File: src/rtl/mem_if_pkg.sv
// mem_if_pkg: shared definitions for the main_memory read initiator.
//   - access_size encodings for the memory request interface
//   - burst_len(): access_size -> burst length in words
//   - pick_size(): words remaining -> largest legal access_size
//   - state_t: burst reader FSM states
package mem_if_pkg;

    localparam logic [1:0] AS_1W  = 2'b00;
    localparam logic [1:0] AS_4W  = 2'b01;
    localparam logic [1:0] AS_8W  = 2'b10;
    localparam logic [1:0] AS_16W = 2'b11;

    typedef enum logic [1:0] {
        ST_IDLE   = 2'd0,
        ST_ISSUE  = 2'd1,
        ST_RECV   = 2'd2,
        ST_FINISH = 2'd3
    } state_t;

    function automatic logic [4:0] burst_len(input logic [1:0] size);
        case (size)
            AS_16W:  return 5'd16;
            AS_8W:   return 5'd8;
            AS_4W:   return 5'd4;
            default: return 5'd1;
        endcase
    endfunction

    function automatic logic [1:0] pick_size(input logic [31:0] remaining);
        if (remaining >= 32'd16)     return AS_16W;
        else if (remaining >= 32'd8) return AS_8W;
        else if (remaining >= 32'd4) return AS_4W;
        else                         return AS_1W;
    endfunction

endpackage

File: src/rtl/mem_burst_reader_word_fifo.sv
// word_fifo: synchronous 32-bit FIFO with wrap-bit pointers.
// Ports:
//   clk, rst        clock, asynchronous active-high reset
//   push, push_data write side; a push while full is taken only with a pop
//   pop, pop_data   read side; pop_data is the head word (show-ahead)
//   full, empty     status flags
//   count           words currently stored (0..DEPTH)
module word_fifo #(
    parameter int  DEPTH = 32,
    localparam int AW    = $clog2(DEPTH),
    localparam int CW    = AW + 1
) (
    input  logic          clk,
    input  logic          rst,
    input  logic          push,
    input  logic [31:0]   push_data,
    input  logic          pop,
    output logic [31:0]   pop_data,
    output logic          full,
    output logic          empty,
    output logic [CW-1:0] count
);

    logic [31:0] r_mem [DEPTH];
    logic [AW:0] r_wr_ptr;
    logic [AW:0] r_rd_ptr;
    logic        w_push_ok;
    logic        w_pop_ok;

    // Top bit is the wrap bit: equal pointers mean empty, equal indexes
    // with differing wrap bits mean full.
    assign empty    = (r_wr_ptr == r_rd_ptr);
    assign full     = (r_wr_ptr[AW] != r_rd_ptr[AW]) &&
                      (r_wr_ptr[AW-1:0] == r_rd_ptr[AW-1:0]);
    assign count    = r_wr_ptr - r_rd_ptr;
    assign pop_data = r_mem[r_rd_ptr[AW-1:0]];

    assign w_pop_ok  = pop && !empty;
    assign w_push_ok = push && (!full || w_pop_ok);

    always_ff @(posedge clk or posedge rst) begin
        if (rst) begin
            r_wr_ptr <= '0;
            r_rd_ptr <= '0;
        end else begin
            if (w_push_ok) r_wr_ptr <= r_wr_ptr + 1'b1;
            if (w_pop_ok)  r_rd_ptr <= r_rd_ptr + 1'b1;
        end
    end

    always_ff @(posedge clk) begin
        if (w_push_ok) r_mem[r_wr_ptr[AW-1:0]] <= push_data;
    end

endmodule

File: src/rtl/mem_burst_reader.sv
// mem_burst_reader: read initiator for the main_memory port.
// Splits a (start address, word count) command into 16/8/4/1-word bursts,
// issues them on the memory request interface and buffers returned words.
// Ports:
//   clock, rst                 clock, asynchronous active-high reset
//   cmd_valid/cmd_ready        command handshake; cmd_addr, cmd_words payload
//   address, access_size,
//   read_not_write, enable     memory request (accepted on enable && !busy)
//   busy, data_out             memory burst status and read beats
//   rd_data/rd_valid/rd_ready  output word stream
//   done                       one-cycle pulse when a command completes
//   dbg_state                  current FSM state
// Handshakes: a transfer happens on a rising edge where valid and ready
// are both high; valid never waits on ready, and payload is held stable
// while valid is high and ready is low.
module mem_burst_reader
    import mem_if_pkg::*;
#(
    parameter int          FIFO_DEPTH    = 32,
    parameter int          CNT_W         = 8,
    parameter logic [31:0] START_ADDRESS = 32'h80020000
) (
    input  logic             clock,
    input  logic             rst,
    input  logic             cmd_valid,
    output logic             cmd_ready,
    input  logic [31:0]      cmd_addr,
    input  logic [CNT_W-1:0] cmd_words,
    output logic [31:0]      address,
    output logic [1:0]       access_size,
    output logic             read_not_write,
    output logic             enable,
    input  logic             busy,
    input  logic [31:0]      data_out,
    output logic [31:0]      rd_data,
    output logic             rd_valid,
    input  logic             rd_ready,
    output logic             done,
    output state_t           dbg_state
);

    localparam int CW = $clog2(FIFO_DEPTH) + 1;

    state_t           r_state;
    logic [31:0]      r_addr;
    logic [CNT_W-1:0] r_remaining;
    logic [1:0]       r_size;
    logic [4:0]       r_beat_cnt;
    logic             r_enable;
    logic             r_cmd_ready;
    logic             r_done;

    logic [CW-1:0]    w_count;
    logic [CW-1:0]    w_free;
    logic             w_full;
    logic             w_empty;
    logic             w_push;
    logic             w_pop;
    logic [1:0]       w_next_size;
    logic [4:0]       w_next_len;
    logic [4:0]       w_len;
    logic             w_credit_ok;

    assign w_push      = (r_state == ST_RECV);
    assign w_pop       = !w_empty && rd_ready;
    assign w_next_size = pick_size(32'(r_remaining));
    assign w_next_len  = burst_len(w_next_size);
    assign w_len       = burst_len(r_size);
    // Requests are only issued from ISSUE, where no beats are in flight,
    // so the free-slot count alone is the credit for the next burst.
    assign w_free      = CW'(FIFO_DEPTH) - w_count;
    assign w_credit_ok = !w_full && (w_free >= CW'(w_next_len));

    always_ff @(posedge clock or posedge rst) begin
        if (rst) begin
            r_state     <= ST_IDLE;
            r_addr      <= START_ADDRESS;
            r_remaining <= '0;
            r_size      <= AS_1W;
            r_beat_cnt  <= '0;
            r_enable    <= 1'b0;
            r_cmd_ready <= 1'b0;
            r_done      <= 1'b0;
        end else begin
            r_done <= 1'b0;
            case (r_state)
                ST_IDLE: begin
                    r_cmd_ready <= 1'b1;
                    if (cmd_valid && r_cmd_ready) begin
                        r_cmd_ready <= 1'b0;
                        r_addr      <= cmd_addr & ~32'h3;
                        r_remaining <= cmd_words;
                        r_state     <= (cmd_words == '0) ? ST_FINISH : ST_ISSUE;
                    end
                end
                ST_ISSUE: begin
                    // enable is raised one cycle, then held until the
                    // memory takes it on an edge with busy low.
                    if (r_enable) begin
                        if (!busy) begin
                            r_enable   <= 1'b0;
                            r_beat_cnt <= w_len;
                            r_state    <= ST_RECV;
                        end
                    end else if (w_credit_ok && !busy) begin
                        r_enable <= 1'b1;
                        r_size   <= w_next_size;
                    end
                end
                ST_RECV: begin
                    r_beat_cnt <= r_beat_cnt - 5'd1;
                    if (r_beat_cnt == 5'd1) begin
                        r_addr      <= r_addr + {25'd0, w_len, 2'b00};
                        r_remaining <= r_remaining - CNT_W'(w_len);
                        r_state     <= (r_remaining == CNT_W'(w_len)) ? ST_FINISH : ST_ISSUE;
                    end
                end
                ST_FINISH: begin
                    r_done  <= 1'b1;
                    r_state <= ST_IDLE;
                end
                default: r_state <= ST_IDLE;
            endcase
        end
    end

    word_fifo #(
        .DEPTH(FIFO_DEPTH)
    ) u_fifo (
        .clk       (clock),
        .rst       (rst),
        .push      (w_push),
        .push_data (data_out),
        .pop       (w_pop),
        .pop_data  (rd_data),
        .full      (w_full),
        .empty     (w_empty),
        .count     (w_count)
    );

    assign cmd_ready      = r_cmd_ready;
    assign address        = r_addr;
    assign access_size    = r_size;
    assign read_not_write = 1'b1;
    assign enable         = r_enable;
    assign rd_valid       = !w_empty;
    assign done           = r_done;
    assign dbg_state      = r_state;

endmodule

File: config.mk
export PLATFORM = sky130hd
export DESIGN_NAME = mem_burst_reader
export DESIGN_NICKNAME = d
export VERILOG_FILES = /design/src/rtl/mem_if_pkg.sv /design/src/rtl/mem_burst_reader_word_fifo.sv /design/src/rtl/mem_burst_reader.sv
export SDC_FILE = /design/constraint.sdc
export NUM_CORES = 1
export LEC_CHECK = 0
export ABC_CLOCK_PERIOD_IN_PS = 7700
export BUFFER_PORTS_ARGS = -buffer_cell sky130_fd_sc_hd__buf_2
export CAP_MARGIN = 20
export CORE_AREA = 8 8 319 321
export CTS_CLUSTER_SIZE = 24
export DETAILED_ROUTE_END_ITERATION = 10
export DIE_AREA = 0 0 327 329
export GPL_TIMING_DRIVEN = 0
export PLACE_DENSITY_LB_ADDON = 0.2
export SLEW_MARGIN = 25
export SYNTH_ARGS = -nofsm -noshare
export SYNTH_HDL_FRONTEND = slang
export SYNTH_SLANG_ARGS = --single-unit
File: constraint.sdc
create_clock -name clock -period 7.7 [get_ports clock]
set_clock_uncertainty 0.05 [all_clocks]
set_input_delay 1.155 -clock clock [delete_from_list [all_inputs] [get_ports clock]]
set_output_delay 1.155 -clock clock [all_outputs]
set_load 0.02 [all_outputs]
==> metrics.txt <==
status=completed; Core Area=0.0971 sq mm; Pleak=around 16 nW; Worst-path clk slew=about 0.07 ns; Worst path max stage delay=about 0.85 ns; nets=about 2400; library cells used by synthesis=between 60 and 70; Routed WL=around 110000 um; Final Hold Vio Count=0; Initial DRC Count=2327; die height=between 300 and 400 um; Area growth syn-to-layout=18.1%; Port Buffers=144; synthesized flop and latch total=~1100; Antenna Violating Nets Remaining=0; HP Class=in2async; Slew Limit Fails=0; Net Sw Frac=0.322; Worst slew margin=0.271; Hold WS=about 0.36 ns; Initial DRT Pass Iterations=6; detail-routed via count per cell=5.86; ANT cells=0; grt ovf=0; Syn Inst Count=1971; max-cap violation count=0; critical path class=reg2out; Placer Congestion=0.834; synth warn=0; DR vias=around 22000; commonest non-fill, non-tap cell in the layout=edfxtp_1; worst path bufs/invs=4; Max Root-Sink Buffers=3; Root Driver=clkbuf_16; initial antenna violation count=0; Initial Util=0.443; Pint=0.0125 W; post-route core utilization=0.523; syn avg cell area=between 20 and 25 sq um; # setup viols final=0; chip width=roughly 330 um; most frequent cells in the layout=edfxtp_1 (1024), mux4_2 (320), buf_2 (154); clock sink count=roughly 1100; FMAX=about 180 MHz; Post-synth EDFFs=between 1000 and 1500; setup TNS=0 ns; Power per Cell Area=between 300 and 400 mW/mm^2; r2r worst-path depth=11; crit-path max FO=10; hold_buf cts=0; Total Power=between 0.015 and 0.02 W; area leader, netlist=edfxtp_1; I/O pin count=150; clock share of power=0.285; # rows=115; largest net degree at the start of global routing=47; clock latency on the worst-skew pair=0.69 ns; main area contributors after synthesis=edfxtp_1 (71%), mux4_2 (17%), dfrtp_1 (3.5%), mux2_2 (0.92%), ha_1 (0.87%); sequential share of power=0.378; Critical Path End Type=output pin; Post-Syn Area=~0.043 sq mm; Placed Instances=around 3500; crit-path cells=clkbuf_1 -> clkbuf_1 -> clkbuf_1 -> mux4_2 -> mux4_2 -> mux2_2 -> buf_2; Tmin final=approximately 5.6 ns; Worst-Margin Slew=about 1.1 ns; Die Footprint=around 0.11 sq mm; Post-CTS Setup Inserts=0; register area share after synthesis=0.751; vias in the first global route=22700; main flop type after synthesis=edfxtp_1; CP max stage cell=clkbuf_1; Finished Layout Cells=around 3700; final routed DRC violation total=0; Resized Gates After CTS=0; delay-heaviest family, CP=buffers and inverters; CTS tree=yes; power share of the combinational group=0.337; Final period util=0.723; worst endpoint required time=approximately 6.5 ns; post-synth top area share=0.715; H-tree Lvls=3; hpwl dp=slightly above 70000 um; first-pass GRT wire length=between 150000 and 200000 um; layout cell share with drive strength beyond 1=0.338; Top cell by count, worst path=clkbuf_1; Startpoint Class=flop; WP depth=7; RSZ-0062 raised after global routing=no; ys async rst share=0.0571; CTS buffer count=110; Max VDD drop=around 0.00027 V; DR WL/cell=about 29 um; GR Util All Layers=0.199; Data arrival, critical path=~4.4 ns; Sw Pwr=0.00595 W
==> metrics by stage <==
step / cell area (sq um) / worst slack, ns
floorplan: 43000 / 3.57
global placement: 45400 / 0.885
detailed placement: 47200 / 2.74
CTS: 50800 / 2.02
global route: 50800 / 1.98
finish: 50800 / 2.13
==> worst register-to-register path, delay by kind of cell, from the launching register on <==
kind	cells	cell delay, ns
flip-flops	1	0.37
buffers and inverters	6	1.34
AND/OR/NAND/NOR	3	1.61
adder cells (fa/ha/maj)	1	0.34
AO/OA/AOI/OAI	1	0.59
==> layout make-up <==
cell class                 instances  area, sq um
buffer                           104          528
multi-input combinational        756        10400
inverter                          26          100
clock inverter                    75          729
sequential                      1086        32300
timing repair buffer             209         2320
fill                            7493        46300
tap                             1287         1610
clock buffer                     131         2850
==> power groups by stage <==
stage,logic (W),clock network (W),registers (W)
3_3_place_gp,0.00613,0,0.00711
4_1_cts,0.00635,0.00538,0.00698
6_report,0.00623,0.00527,0.00699
5_1_grt,0.00666,0.00558,0.00702
2_1_floorplan,0.00408,0,0.00715
3_5_place_dp,0.00633,0,0.00710
==> layer usage <==
metal	wire length [um]	track usage	up-vias
met3	7020	0.0361	176
met1	42000	0.255	11500
met4	2940	0.0593	0
li1	-	-	9002
met2	55200	0.346	808
met5	0	0	-
==> final timing paths <==
check                                 endpoint  slack, ns               start
max                                rd_data[24]       2.13  u_fifo.r_rd_ptr[1]
min                         u_fifo.r_wr_ptr[3]       0.36                 rst
max reg2reg                u_fifo.r_mem[6][25]       3.06  u_fifo.r_rd_ptr[0]
min reg2reg                        address[12]       0.47         address[12]
max in group asynchronous          address[17]       6.63                 rst
min in group clock                 address[12]       0.47         address[12]
==> Yosys cell counts (3+ instances only) <==
library cell and number:
nand2_1 39, a21o_1 4, nor3_1 22, nor4_1 10
and4_1 3, o22a_1 3, o22ai_1 16, buf_1 5
a31oi_1 6, mux2_2 35, edfxtp_1 1024, mux2i_1 5
nor2b_1 4, xnor2_1 17, a311oi_1 8, a211oi_1 15
o21ai_0 28, o31ai_1 4, and3_1 6, and2_1 3
dfrtp_1 60, nand3_1 20, buf_2 10, a21oi_1 31
clkbuf_1 62, mux4_2 320, nand2b_1 5, ha_1 30
nor2_1 71, buf_4 23, inv_1 25, nand4_1 12
a2bb2oi_1 3, o21a_1 6, buf_6 4
==> cells by family (layout without fill, tap and decap cells) <==
| kind of cell | Yosys count | after routing | synth area share |
|---|---|---|---|
| DFF | 1086 | 1086 | 0.751 |
| buffers and inverters | 130 | 545 | 0.0143 |
| other | 2 | 3 | 0.000175 |
| and+or+nand+nor | 205 | 205 | 0.0230 |
| adders and majority gates | 31 | 31 | 0.00919 |
| AOI/OAI and AO/OA | 138 | 138 | 0.0209 |
| xor gates and xnor gates | 19 | 19 | 0.00387 |
| muxes | 360 | 360 | 0.178 |
==> state kept, by name, summed over array words and instances (netlist names) <==
register         count
access_size          2
address             30
cmd_ready            1
dbg_state            2
done                 1
enable               1
r_beat_cnt           5
r_remaining          8
u_fifo.r_mem      1024
u_fifo.r_rd_ptr      6
u_fifo.r_wr_ptr      6
Note: power is estimated with default switching activity, not from simulation.
